==> config.mk <==
export PLATFORM = sky130hd
export DESIGN_NAME = vga_plot_scheduler
export DESIGN_NICKNAME = d
export VERILOG_FILES = /design/src/rtl/find_stars_pkg.sv /design/src/rtl/plot_rr_arb.sv /design/src/rtl/vga_plot_scheduler.sv
export SDC_FILE = /design/constraint.sdc
export NUM_CORES = 1
export LEC_CHECK = 0
export ABC_CLOCK_PERIOD_IN_PS = 4700
export BUFFER_PORTS_ARGS = -buffer_cell sky130_fd_sc_hd__buf_2
export CORE_MARGIN = 3
export CORE_UTILIZATION = 54
export CTS_CLUSTER_DIAMETER = 30
export CTS_CLUSTER_SIZE = 28
export DETAILED_ROUTE_END_ITERATION = 10
export PLACE_DENSITY = 0.84
export SYNTH_ARGS = -nofsm -noshare
export SYNTH_HDL_FRONTEND = slang
export SYNTH_HIERARCHICAL = 1
export SYNTH_SLANG_ARGS = --single-unit
==> constraint.sdc <==
create_clock -name clock -period 4.7 [get_ports clock]
set_input_delay 0.705 -clock clock [delete_from_list [all_inputs] [get_ports clock]]
set_output_delay 0.705 -clock clock [all_outputs]
set_load 0.01 [all_outputs]
==> src/rtl/find_stars_pkg.sv <==
// find_stars_pkg: screen geometry defaults, coordinate widths and shared types for the plot scheduler
package find_stars_pkg;
  localparam int DEF_SCREEN_W = 160;
  localparam int DEF_SCREEN_H = 120;
  localparam int X_W = 8;
  localparam int Y_W = 7;
  localparam int COLOUR_W = 3;
  typedef enum logic {IDLE, CLEAR} state_t;
  typedef struct packed {
    logic [X_W-1:0] x;
    logic [Y_W-1:0] y;
    logic [COLOUR_W-1:0] colour;
  } pixel_t;
endpackage

==> src/rtl/plot_rr_arb.sv <==
// plot_rr_arb: combinational 2-way round-robin grant that favours the requester named by rr_ptr
module plot_rr_arb (
  input  logic [1:0] valid,
  input  logic       enable,
  input  logic       rr_ptr,
  output logic [1:0] grant
);
  always_comb begin
    grant[0] = enable && valid[0] && (!rr_ptr || !valid[1]);
    grant[1] = enable && valid[1] && (rr_ptr || !valid[0]);
  end
endmodule

==> src/rtl/vga_plot_scheduler.sv <==
// vga_plot_scheduler: round-robin pixel-port sharing with a full-screen clear; VGA_PLOT_SCHEDULER_CLIP_EN drops off-screen pixels and counts them in clip_count
module vga_plot_scheduler
  import find_stars_pkg::*;
#(
  parameter int SCREEN_W = DEF_SCREEN_W,
  parameter int SCREEN_H = DEF_SCREEN_H,
  parameter int COLOUR_W = find_stars_pkg::COLOUR_W,
  parameter logic [COLOUR_W-1:0] BG_COLOUR = '0
) (
  input  logic                  clock,
  input  logic                  reset,
  input  logic [1:0]            req_valid,
  output logic [1:0]            req_ready,
  input  logic [2*X_W-1:0]      req_x,
  input  logic [2*Y_W-1:0]      req_y,
  input  logic [2*COLOUR_W-1:0] req_colour,
  input  logic                  clear_start,
  output logic                  clear_busy,
  output logic                  clear_done,
  output logic [X_W-1:0]        x,
  output logic [Y_W-1:0]        y,
  output logic [COLOUR_W-1:0]   colour,
  output logic                  plot
`ifdef VGA_PLOT_SCHEDULER_CLIP_EN
  ,
  output logic [15:0]           clip_count
`endif
);
  localparam logic [X_W-1:0] X_LAST = X_W'(SCREEN_W - 1);
  localparam logic [Y_W-1:0] Y_LAST = Y_W'(SCREEN_H - 1);
  state_t state, state_nxt;
  logic en, rr_ptr, sel, wrap, last;
  logic [1:0] grant;
  logic [X_W-1:0] cx, nx, rx;
  logic [Y_W-1:0] cy, ny, ry;
  logic [COLOUR_W-1:0] rc;
  assign en = state == IDLE && !clear_done && !clear_start && !reset;
  assign req_ready = grant;
  plot_rr_arb u_arb (.valid(req_valid), .enable(en), .rr_ptr, .grant);
  always_comb begin
    sel = grant[1];
    rx = sel ? req_x[2*X_W-1:X_W] : req_x[X_W-1:0];
    ry = sel ? req_y[2*Y_W-1:Y_W] : req_y[Y_W-1:0];
    rc = sel ? req_colour[2*COLOUR_W-1:COLOUR_W] : req_colour[COLOUR_W-1:0];
    wrap = cx == X_LAST;
    nx = wrap ? '0 : cx + 1'b1;
    ny = wrap ? cy + 1'b1 : cy;
    last = nx == X_LAST && ny == Y_LAST;
    state_nxt = state == IDLE ? (clear_start ? CLEAR : IDLE) : (last ? IDLE : CLEAR);
  end
  always_ff @(posedge clock) state <= reset ? IDLE : state_nxt;
`ifdef VGA_PLOT_SCHEDULER_CLIP_EN
  logic in_range;
  assign in_range = rx <= X_LAST && ry <= Y_LAST;
`endif
  always_ff @(posedge clock) begin
    if (reset) begin
      rr_ptr <= 1'b0;
      cx <= '0;
      cy <= '0;
      x <= '0;
      y <= '0;
      colour <= '0;
      plot <= 1'b0;
      clear_busy <= 1'b0;
      clear_done <= 1'b0;
`ifdef VGA_PLOT_SCHEDULER_CLIP_EN
      clip_count <= '0;
`endif
    end else begin
      plot <= 1'b0;
      clear_done <= 1'b0;
      if (state == CLEAR) begin
        cx <= nx;
        cy <= ny;
        x <= nx;
        y <= ny;
        colour <= BG_COLOUR;
        plot <= 1'b1;
        clear_busy <= !last;
        clear_done <= last;
      end else if (clear_start) begin
        cx <= '0;
        cy <= '0;
        x <= '0;
        y <= '0;
        colour <= BG_COLOUR;
        plot <= 1'b1;
        clear_busy <= 1'b1;
      end else if (|grant) begin
        rr_ptr <= ~sel;
        x <= rx;
        y <= ry;
        colour <= rc;
`ifdef VGA_PLOT_SCHEDULER_CLIP_EN
        plot <= in_range;
        if (!in_range && clip_count != 16'hffff) clip_count <= clip_count + 1'b1;
`else
        plot <= 1'b1;
`endif
      end
    end
  end
endmodule

==> impl_metrics.toml <==
[synth]
synth_nets = 308
synth-seq-cells = 38
synth.most_common_cell = "nor2_1"
synth_edf_count = 0
syn_inst = 264
syn_area_per_cell_um2 = 7.683
synth_top_area_share_pct = 37.51
yosysTopAreaCell = "dfxtp_1"
synth_cell_types = 44
ys.flop_type = "dfxtp_1"
ys_seq_area_share_pct = 37.51
yosysWarnings = 6
syn_area_mm2 = 0.002028
synth.area.top_cells = "dfxtp_1 38%, nor2_1 8.0%, a21oi_1 6.7%, nand2_1 6.5%, a211oi_1 3.0%"
synth_common_cells = "43 x nor2_1, 38 x dfxtp_1, 35 x nand2_1"
async_flop_share_pct = 0

[floorplan]
chipWidth_um = 67.29
start_util_pct = 58.48
io_pins = 64
fp.dieArea_mm2 = 0.004527
die_h_um = 67.29
rows = 21
core_area_mm2 = 0.003468

[timing]
fmax_mhz = 323.8
rsz0062_at_grt = "no"
finalCritPeriodShare_pct = 65.72
timing.setup.tns_ns = 0
setup_slack_ns = 1.611
tightest_slew_ns = 0.9925
maxSlewHeadroom_pct = 33.74
skew_ns = 0.009042
period_minus_slack_ns = 3.089
finalHoldViolations = 0
drv_slew = 0
setup_violations = 0

[global_routing]
grt_pass1_vias = 1912
grt_use_total_pct = 25.88
grt_max_degree = 34
grt_pass1_wl_mm = 8.783
overflow = 0
antenna_found_initial = 0

[setup_path]
worstReg2RegStart = "state"
r2r-end = "x[7]"
reg2reg_slack_ns = 1.77
required_ns = 3.99
cp_slowest_stage_delay_ns = 0.56
cp.arrival_ns = 2.38
crit_path_top_delay_cell = "a21oi_1"
crit_chain = "buf_2 > inv_1 > nand2_1 > nor2_1 > nand2_1 > a21oi_1 > buf_2"
cp_max_fo = 33
r2r_cells = 10
crit_type = "input port to output port"
end_kind = "output port"
start_kind = "input port"

[clock_tree]
clk_path_buf_depth = 2
cts.repair.resized = 0
numCtsBuffers = 5
h-tree-depth = 2
cts_tree = "yes"
cts-root-buf = "clkbuf_8"
clkTransAtPathRegs_ns = 0.07
hold_buffers = 0
clock-sinks = 38
clock_latency_ns = 0.30
post_cts_buffers = 0

[power]
vdd_drop_max_uv = 238.9
p_leak_nw = 1.006
pwr_density_cell_mw_per_mm2 = 286.8

[route]
routedWlPerCell_um = 14.44
dr.pass1.iters = 4
vias = 2045
drt_iter0_drc = 228
ant_nets = 0
drc = 0
viasPerCell = 5.603
totalWireLength_mm = 5.270

[layout]
fillers = 307
antenna_cells = 0
utilization_pct = 71.00
syn2layout_area_growth_pct = 21.41
nets = 362
drive_gt1_share_pct = 27.59

[hold_path]
worstHoldStart = "x[7]"
hp-class = "flip-flop to flip-flop"
hold_depth = 2
hold_end = "x[7]"

[placement]
post-dp-hpwl_mm = 3.824
place_ws_ns = 1.481
io_buffer_count = 63
place_congestion = 0.8398

[run]
maxCapViolations = 0

[status]
status = "finished clean"
==> cell type report <==
class | instances | area (um2) | area share, %
sequential | 38 | 760.7 | 30.89
clock inverter | 3 | 40.04 | 1.626
timing repair buffer | 66 | 337.8 | 13.72
clock buffer | 5 | 68.82 | 2.795
inverter | 6 | 22.52 | 0.9146
tap | 46 | 57.56 | 2.337
multi-input combinational | 201 | 1175 | 47.71
==> worst max path at each step <==
stage | end | slack [ns] | depth (start not counted) | startpoint
after detailed placement | x[7] | 1.48 | 11 | reset
after CTS | req_ready[1] | 1.64 | 7 | reset
after floorplan | x[2] | 1.72 | 12 | clear_start
final | req_ready[1] | 1.61 | 7 | reset
after global routing | req_ready[1] | 1.45 | 6 | state
after global placement | x[7] | 1.58 | 11 | reset
==> layout by cell type, fill, tap and decap left out, drive strengths merged, types with 3 or more instances in the layout <==
| cell | Yosys | final |
|---|---|---|
| buf | 3 | 66 |
| nor2 | 43 | 43 |
| dfxtp | 38 | 38 |
| nand2 | 35 | 35 |
| a21oi | 27 | 27 |
| o21ai | 10 | 10 |
| a211oi | 9 | 9 |
| o211ai | 8 | 8 |
| nor3 | 8 | 8 |
| nand3 | 7 | 7 |
| inv | 6 | 6 |
| nand2b | 6 | 6 |
| xnor2 | 5 | 5 |
| clkbuf | 16 | 5 |
| mux2 | 5 | 5 |
| mux2i | 4 | 4 |
| or3 | 4 | 4 |
| nand4 | 3 | 3 |
| ha | 3 | 3 |
==> critical path: cells and delay by family <==
family,cells,cell delay [ns]
AND/OR/NAND/NOR,3,0.35
AO/OA/AOI/OAI,1,0.56
buffers and inverters,3,0.77
==> registers in the layout, summed over array words and instances, names as in the netlist <==
name,flops
cx,8
x,8
cy,7
y,7
colour,3
clear_busy,1
clear_done,1
plot,1
rr_ptr,1
state,1
==> logic make-up (layout without fill, tap and decap cells) <==
| kind of cell | after synthesis | count (layout) | synth area share (%) |
|---|---|---|---|
| muxes | 9 | 9 | 4.935 |
| and+or+nand+nor | 118 | 118 | 28.07 |
| buffers and inverters | 25 | 80 | 4.688 |
| xor gates and xnor gates | 7 | 7 | 3.023 |
| AOI/OAI and AO/OA | 64 | 64 | 19.93 |
| DFF | 38 | 38 | 37.51 |
| adders and majority gates | 3 | 3 | 1.851 |
==> metal layers <==
metal	routed length, um	vias up	track usage (%)
met2	2516	75	43.68
met1	2302	937	31.97
met3	374	9	6.988
li1	-	1024	-
met5	0	-	0
met4	76	0	8.101
==> metrics by stage <==
| stage | instance area [um2] | cells | hold WS (ns) | total power [W] |
|---|---|---|---|---|
| 2_1_floorplan | 2028 | 264 | 0.4575 | 0.0004008 |
| 3_3_place_gp | 2354 | 357 | 0.4807 | 0.0004363 |
| 3_5_place_dp | 2354 | 357 | 0.4837 | 0.0004378 |
| 4_1_cts | 2462 | 365 | 0.4976 | 0.0007107 |
| 5_1_grt | 2462 | 365 | 0.5203 | 0.0007378 |
| 6_report | 2462 | 365 | 0.4936 | 0.0007061 |
==> where the power goes <==
group          switching (W)  leakage, nW  internal [W]
clock network       0.000119       0.0579      0.000156
registers          0.0000107        0.310      0.000333
logic              0.0000487        0.638     0.0000386
Note: power is estimated with default switching activity, not from simulation.
